--- src/rtl/vector_unit_pkg.sv ---
// Shared encodings and default sizing for the vector unit.
package vector_unit_pkg;
  localparam int LANES_DEF = 4;
  localparam int EW_DEF    = 8;
  localparam int AW_DEF    = 8;
  localparam int NVR_DEF   = 4;

  typedef enum logic [1:0] {
    OP_VADD   = 2'b00,
    OP_VSUB   = 2'b01,
    OP_VLOAD  = 2'b10,
    OP_VSTORE = 2'b11
  } op_e;

  typedef enum logic [2:0] {
    ST_IDLE  = 3'd0,
    ST_READ  = 3'd1,
    ST_WB    = 3'd2,
    ST_LOAD  = 3'd3,
    ST_STORE = 3'd4,
    ST_DONE  = 3'd5
  } state_e;
endpackage

--- src/rtl/vector_unit_vrf_bank.sv ---
// Vector register file: two read ports, one debug read port, one write port.
module vrf_bank
  import vector_unit_pkg::*;
#(
  parameter  int NVR = NVR_DEF,
  parameter  int VW  = LANES_DEF * EW_DEF,
  localparam int VRW = $clog2(NVR)
) (
  input  logic           clock,
  input  logic           reset,
  input  logic           we,
  input  logic [VRW-1:0] wsel,
  input  logic [VW-1:0]  wdata,
  input  logic [VRW-1:0] ra_sel,
  output logic [VW-1:0]  ra_data,
  input  logic [VRW-1:0] rb_sel,
  output logic [VW-1:0]  rb_data,
  input  logic [VRW-1:0] dbg_sel,
  output logic [VW-1:0]  dbg_data
);
  logic [NVR-1:0][VW-1:0] regs_q, regs_d;

  // Whole-vector write; a register never holds a partially updated value.
  always_comb begin
    regs_d = regs_q;
    if (we) regs_d[wsel] = wdata;
  end

  // Register storage with synchronous clear.
  always_ff @(posedge clock) begin
    if (!reset) regs_q <= '0;
    else        regs_q <= regs_d;
  end

  assign ra_data  = regs_q[ra_sel];
  assign rb_data  = regs_q[rb_sel];
  assign dbg_data = regs_q[dbg_sel];
endmodule

--- src/rtl/vector_unit.sv ---
// Vector unit: lane-wise add/sub on the VRF plus element-serial load/store.
// Every command retires through WB before DONE; VSTORE passes WB without a write.
module vector_unit
  import vector_unit_pkg::*;
#(
  parameter  int LANES = LANES_DEF,
  parameter  int EW    = EW_DEF,
  parameter  int AW    = AW_DEF,
  parameter  int NVR   = NVR_DEF,
  localparam int VRW   = $clog2(NVR),
  localparam int VW    = LANES * EW
) (
  input  logic           clock,
  input  logic           reset,
  input  logic           start,
  input  logic [1:0]     op,
  input  logic [VRW-1:0] vd,
  input  logic [VRW-1:0] vs,
  input  logic [AW-1:0]  base,
  output logic           busy,
  output logic           done,
  output logic [AW-1:0]  mem_addr,
  output logic           mem_rd,
  output logic           mem_wr,
  output logic [EW-1:0]  mem_wdata,
  input  logic [EW-1:0]  mem_rdata,
  input  logic [VRW-1:0] vreg_sel,
  output logic [VW-1:0]  vreg_view
);
  localparam int CW = $clog2(LANES + 1);

  state_e                   state_q, state_d;
  op_e                      op_q, op_d;
  logic [VRW-1:0]           vd_q, vd_d, vs_q, vs_d;
  logic [AW-1:0]            base_q, base_d;
  logic [CW-1:0]            cnt_q, cnt_d;
  // Packed lane index LANES-1 is the MSB lane, i.e. architectural lane 0.
  logic [LANES-1:0][EW-1:0] x1_q, x1_d, x2_q, x2_d, t_q, t_d, res;
  logic [VW-1:0]            rd_a, rd_b, vrf_wdata;
  logic                     vrf_we;

  vrf_bank #(.NVR(NVR), .VW(VW)) u_vrf (
    .clock    (clock),
    .reset    (reset),
    .we       (vrf_we),
    .wsel     (vd_q),
    .wdata    (vrf_wdata),
    .ra_sel   (vd_q),
    .ra_data  (rd_a),
    .rb_sel   (vs_q),
    .rb_data  (rd_b),
    .dbg_sel  (vreg_sel),
    .dbg_data (vreg_view)
  );

  // Lane-wise modular add/sub; no carry crosses a lane boundary.
  for (genvar g = 0; g < LANES; g++) begin : g_lane
    assign res[g] = (op_q == OP_VSUB) ? x1_q[g] - x2_q[g] : x1_q[g] + x2_q[g];
  end

  assign vrf_we    = (state_q == ST_WB) && (op_q != OP_VSTORE);
  assign vrf_wdata = (op_q == OP_VLOAD) ? t_q : res;

  // State register.
  always_ff @(posedge clock) begin
    if (!reset) state_q <= ST_IDLE;
    else        state_q <= state_d;
  end

  // Next-state logic; LOAD runs one extra cycle to catch the last read beat.
  always_comb begin
    state_d = state_q;
    unique case (state_q)
      ST_IDLE:  if (start) state_d = ST_READ;
      ST_READ: begin
        case (op_q)
          OP_VLOAD:  state_d = ST_LOAD;
          OP_VSTORE: state_d = ST_STORE;
          default:   state_d = ST_WB;
        endcase
      end
      ST_LOAD:  if (cnt_q == CW'(LANES))     state_d = ST_WB;
      ST_STORE: if (cnt_q == CW'(LANES - 1)) state_d = ST_WB;
      ST_WB:    state_d = ST_DONE;
      ST_DONE:  state_d = ST_IDLE;
      default:  state_d = ST_IDLE;
    endcase
  end

  // Command latch, operand capture, lane counter and load buffer.
  always_comb begin
    op_d   = op_q;
    vd_d   = vd_q;
    vs_d   = vs_q;
    base_d = base_q;
    x1_d   = x1_q;
    x2_d   = x2_q;
    t_d    = t_q;
    cnt_d  = '0;
    if (state_q == ST_IDLE && start) begin
      op_d   = op_e'(op);
      vd_d   = vd;
      vs_d   = vs;
      base_d = base;
    end
    if (state_q == ST_READ) begin
      x1_d = rd_a;
      x2_d = rd_b;
    end
    if ((state_q == ST_LOAD || state_q == ST_STORE) && state_d == state_q)
      cnt_d = cnt_q + CW'(1);
    // Read data lags the strobe by one cycle, so beat i lands while cnt == i+1.
    if (state_q == ST_LOAD) begin
      for (int j = 0; j < LANES; j++)
        if (cnt_q == CW'(j + 1)) t_d[LANES-1-j] = mem_rdata;
    end
  end

  // Datapath registers.
  always_ff @(posedge clock) begin
    if (!reset) begin
      op_q   <= OP_VADD;
      vd_q   <= '0;
      vs_q   <= '0;
      base_q <= '0;
      x1_q   <= '0;
      x2_q   <= '0;
      t_q    <= '0;
      cnt_q  <= '0;
    end else begin
      op_q   <= op_d;
      vd_q   <= vd_d;
      vs_q   <= vs_d;
      base_q <= base_d;
      x1_q   <= x1_d;
      x2_q   <= x2_d;
      t_q    <= t_d;
      cnt_q  <= cnt_d;
    end
  end

  // Memory-side outputs; held at zero whenever no beat is being issued.
  always_comb begin
    mem_rd    = 1'b0;
    mem_wr    = 1'b0;
    mem_addr  = '0;
    mem_wdata = '0;
    if (state_q == ST_LOAD && cnt_q < CW'(LANES)) begin
      mem_rd   = 1'b1;
      mem_addr = base_q + AW'(cnt_q);
    end
    if (state_q == ST_STORE) begin
      mem_wr   = 1'b1;
      mem_addr = base_q + AW'(cnt_q);
      for (int j = 0; j < LANES; j++)
        if (cnt_q == CW'(j)) mem_wdata = x1_q[LANES-1-j];
    end
  end

  assign busy = (state_q != ST_IDLE);
  assign done = (state_q == ST_DONE);
endmodule

--- config.mk ---
export PLATFORM = sky130hd
export DESIGN_NAME = vector_unit
export DESIGN_NICKNAME = d
export VERILOG_FILES = /design/src/rtl/vector_unit_pkg.sv /design/src/rtl/vector_unit_vrf_bank.sv /design/src/rtl/vector_unit.sv
export SDC_FILE = /design/constraint.sdc
export NUM_CORES = 1
export LEC_CHECK = 0
export ABC_AREA = 1
export BUFFER_PORTS_ARGS = -buffer_cell sky130_fd_sc_hd__clkbuf_2
export CELL_PAD_IN_SITES_DETAIL_PLACEMENT = 0
export CELL_PAD_IN_SITES_GLOBAL_PLACEMENT = 1
export CORE_ASPECT_RATIO = 0.7
export CORE_MARGIN = 1
export CORE_UTILIZATION = 45
export CTS_CLUSTER_SIZE = 24
export DETAILED_ROUTE_END_ITERATION = 7
export PLACE_DENSITY_LB_ADDON = 0.1
export REMOVE_ABC_BUFFERS = 1
export SLEW_MARGIN = 20
export SYNTH_ARGS = -nofsm -noshare
export SYNTH_HDL_FRONTEND = slang
export SYNTH_SLANG_ARGS = --single-unit
--- constraint.sdc ---
create_clock -name clock -period 3.2 [get_ports clock]
set_clock_uncertainty 0.05 [all_clocks]
set_input_delay 0.48 -clock clock [delete_from_list [all_inputs] [get_ports clock]]
set_output_delay 0.48 -clock clock [all_outputs]
set_load 0.03 [all_outputs]
Word-level counts from Yosys, hierarchy flattened
Cells that the tools add are included.

Register bits: 244. Output and inout bits: 52. Input bits: 27. Word-level logic and storage cells: 93.

Multiplexer cells: 28. Eq/ne operators: 14. $add $sub $neg: 10. Reduce and logical (&&, ||, !) cells: 14. Order comparisons: 5.

Operators by type and width (count): $bmux W32 S2 (3); $mux W32 (5); $bwmux W128 (1); $mux W8 (11); $demux W32 S2 (1); $add A8 B8 Y8 (4); $sub A8 B8 Y8 (4); $pmux W3 S5 (1); $eq A3 B2 Y1 const B (4); $reduce_and A2 Y1 (5); $eq A3 B3 Y1 const B (3); $lt A2 B3 Y1 const B (3); $mux W3 (3); $add A8 B3 Y8 (1); $eq A3 B1 Y1 const B (2); $logic_not A3 Y1 (2); $pmux W3 S2 (1); $logic_and A1 B1 Y1 (5); $eq A2 B2 Y1 const B (2); $add A3 B1 Y3 const B (1); $eq A3 B3 Y1 (1); $lt A3 B3 Y1 const B (1); $reduce_bool A3 Y1 (1); $eq A2 B1 Y1 const B (1); 4 further kinds (5).

Longest topological paths before layout
Depth after elaboration: 6. Depth in mapped cells: 19. Mapped depth without buffers: 19.

By module
Synthesis repeated with hierarchy kept, for this count alone.

Cells, all modules: 2414. Area, all modules: 15038.2 µm².

Modules (own cells, without submodules): vrf_bank (times used 1, cells an instance 1365, area each 8081.5 µm², seq. area each 2562.5 µm²); vector_unit (times used 1, cells an instance 1049, area each 6956.7 µm², seq. area each 2322.2 µm²).

Worst setup path after synthesis
OpenSTA, ideal clock, no wires.

Path type: flip-flop to output port. Start: register state_q[1]. End: output mem_addr[5]. Cell stages (with the launch flop): 8. Slack: 0.614 ns. Arrival time: 2.056 ns. Data required time: 2.670 ns. Cells stage by stage: dfxtp_1 > buf_4 > inv_1 > nor2_2 > inv_2 > nor2_1 > nor2_1 > nor3_1.

Longest elaborated chain between the ends: 4. Elaborated cells between the ends (all ways): 5. Those cells by class: 2 x eq/ne; 2 x mux; 1 x reduce/logical.

RTL lines: start: declaration (RTL line vector_unit.sv:32) `state_e state_q, state_d;`; start signal: assignment (RTL line vector_unit.sv:67) `else state_q <= state_d;`; $eq A3 B2 Y1 (RTL line vector_unit.sv:148) `if (state_q == ST_LOAD && cnt_q < CW'(LANES)) begin`; $logic_and A1 B1 Y1 (RTL line vector_unit.sv:148); $mux W8 (RTL line vector_unit.sv:148); $mux W8 * (RTL line vector_unit.sv:152) `if (state_q == ST_STORE) begin`; end: declaration (RTL line vector_unit.sv:22) `output logic [AW-1:0] mem_addr,`.

Every way passes the cells marked *; elsewhere a longest branch is shown, timed or not.

Final worst setup path
Start: register state_q[1]. End: output mem_addr[3].

The elaborated chain is that of the path after synthesis.

==> flow_summary.ini <==
[floorplanning]
fp.coreArea_sq_um = 31100
rows = 54
die_h_um = 151
die_area_sq_um = 32300
start_util = 0.457
die_x_um = 214
pin_count = 79

[detailed_routing]
dr.pass1.iters = 5
drc = 0
post_drt_wl_per_cell_um = 19.9
wirelength_um = 51300
antenna_left = 0
first_iter_violations = 1461
vias_per_cell = 5.73
vias = 14782

[synth]
synth_commonest_cells = a21oi_1 (325), inv_1 (311), nand2_1 (286)
ys.flop_type = dfxtp_1
netlist_instances = 2133
yosys.area.top_type = dfxtp_1
yosys.area.top_type_share = 0.343
synth-seq-cells = 244
synth_cell_types = 43
synth_area_sq_um = 14200
ys_top_cells_by_area = dfxtp_1 (34%), a21oi_1 (11%), o21ai_0 (8.8%), inv_1 (8.2%), nand2_1 (7.5%)
synth_warnings = 0
ys_seq_area_frac = 0.343
synth_edf_count = 0
yosys.cell_count.top_type = a21oi_1
postSynth.asyncResetShare = 0
avgSynthCellArea_sq_um = 6.67

[grt]
grt_pass1_wl_um = 77700
gr-total-overflow = 0
antenna_found_initial = 0
grt_max_degree = 92
track_usage = 0.312
grt_pass1_vias = 13146

[sta]
hold_viol = 0
rsz0062_at_grt = no
final_max_slew_viol_count = 0
fmax_mhz = 321
layout_setup_ws_ns = 0.0802
relSlewSlack = 0.387
post-route-period-util = 0.975
fin_setup_tns_ns = 0
worst_pin_slew_ns = 0.918
timing.hold.ws_ns = 0.108
setup_viol = 0
layout_min_cycle_time_ns = 3.12

[critical_path]
path_cells = inv_1 > nor2_2 > buf_4 > inv_2 > nor2_1 > nor2_1 > inv_2 > nand2_1 > a31oi_1 > clkbuf_2
path_max_fanout = 11
worst_setup_path_end_kind = primary output
crit_type = flip-flop to primary output
start_kind = flip-flop
cp_slowest_cell = dfxtp_1
slowest_delay_ns = 0.59
crit_arrival_ns = 2.59
critical_path_required_ns = 2.67

[power]
total_power_mw = 10.1
power_per_cell_area_nw_per_um2 = 641
clkPwrFrac = 0.324
ir_worst_vdd_uv = 561
pwr-share-comb = 0.335
p_switching_mw = 3.89
p_sw_frac = 0.385
p_leak_nw = 6.87
pwr-share-seq = 0.341
p_int_mw = 6.23

[clock_network]
htreeDepth = 1
cts_setup_buffers = 0
clk-insertion-delay-late_ns = 0.56
cts_buffers = 27
clkSinkCount = 244
cts_hold_buffers = 0
cts.reportedPaths.clkPinSlew_ns = 0.07
ctsRootBufferMaster = clkbuf_16
cts_tree = done
clock_path_buffers = 3

[placement]
post-place-ws_ns = 0.370
placed_area_sq_um = 14900
gp_congestion = 0.940
dp_hpwl_um = 33900
dpl.cell_count = 2529
io_buffers = 78

[finish]
n_antenna_cell = 0
layout.nets = 2210
fin_cells = 2578
syn2layout_area_growth_pct = 11.1
layout-drive-gt1-share = 0.0927
design_area_sq_um = 15800
post-route-util = 0.507
n_fill_cell = 3154

[run_status]
outcome = completed

[worst_hold_path]
hold_path_class = primary input to flip-flop

[run]
maxCapViolations = 0
==> state kept, by name (all words and copies together), names as in the netlist <==
name / cells
u_vrf.regs_q: 128
base_q: 8
vs_q: 2
cnt_q: 3
vd_q: 2
x1_q: 32
x2_q: 32
state_q: 3
op_q: 2
t_q: 32
==> layout make-up <==
class                   instances  area (sq um)  share of cell area
multi-input cells            1424          7510               0.475
flip-flops and latches        244          4890               0.309
inverters                     332          1250              0.0789
clock buffers                  37           763              0.0483
repair buffers                109           713              0.0451
well taps                     420           526              0.0333
clock inverters                12           151             0.00958
==> logic make-up (layout without fill, tap and decap cells) <==
family                   after synthesis  in the layout  synth area share
flip-flops                           244            244             0.343
XOR/XNOR                              26             26            0.0160
adder cells (fa/ha/maj)               45             45            0.0422
AND/OR/NAND/NOR                      643            643             0.196
AO/OA/AOI/OAI                        710            710             0.272
buffers and inverters                465            490             0.130
==> per-layer routing <==
metal	wire length, um	GRT usage	part of all wire
met2	21700	0.479	0.42
met1	24100	0.451	0.47
met3	4460	0.0570	0.087
met4	1110	0.0736	0.022
met5	0	0	0
==> worst max-delay path: cells and delay by family, from the launching register on <==
kind / cells / cell delay [ns]
buffers and inverters: 5 / 0.76
AOI/OAI and AO/OA: 1 / 0.16
and+or+nand+nor: 4 / 0.51
DFF: 1 / 0.59
==> cell usage in the layout, fill, tap and decap left out, types with 5 or more instances in the layout <==
master | synthesis | routed
a21oi_1 | 325 | 325
inv_1 | 311 | 309
nand2_1 | 286 | 286
o21ai_0 | 249 | 249
dfxtp_1 | 244 | 242
nand3_1 | 166 | 166
nor2_1 | 138 | 137
clkbuf_2 | 0 | 77
o211ai_1 | 43 | 43
ha_1 | 40 | 40
o22ai_1 | 31 | 31
a221oi_1 | 30 | 30
clkbuf_16 | 0 | 27
buf_4 | 5 | 25
inv_2 | 19 | 23
nand4_1 | 17 | 17
xnor2_1 | 15 | 15
nor3_1 | 12 | 12
xor2_1 | 11 | 11
o21ai_1 | 9 | 9
a31oi_1 | 7 | 7
buf_12 | 0 | 7
fa_1 | 5 | 5
clkbuf_8 | 0 | 5
clkbuf_1 | 60 | 5
==> power by group through the flow <==
| stage | Clock (mW) | Combinational (mW) | Sequential [mW] |
|---|---|---|---|
| 6_report | 3.28 | 3.39 | 3.45 |
| 3_3_place_gp | 0 | 3.31 | 3.51 |
| 2_1_floorplan | 0 | 2.34 | 3.44 |
| 3_5_place_dp | 0 | 3.33 | 3.51 |
| 5_1_grt | 3.45 | 3.78 | 3.47 |
| 4_1_cts | 3.33 | 3.34 | 3.44 |
==> worst paths after layout <==
check,startpoint,end,slack (ns),cells past startpoint
max,state_q[1],mem_addr[3],0.08,10
min,base[1],base_q[1],0.11,3
max reg2reg,op_q[1],u_vrf.regs_q[111],0.31,18
min reg2reg,t_q[26],t_q[26],0.40,2
==> repair_timing <==
item	4_1_cts	5_1_grt
resized for setup	0	3
endpoints found under the hold margin	0	0
setup endpoints to repair	0	9
(Power assumes the default switching activity.)
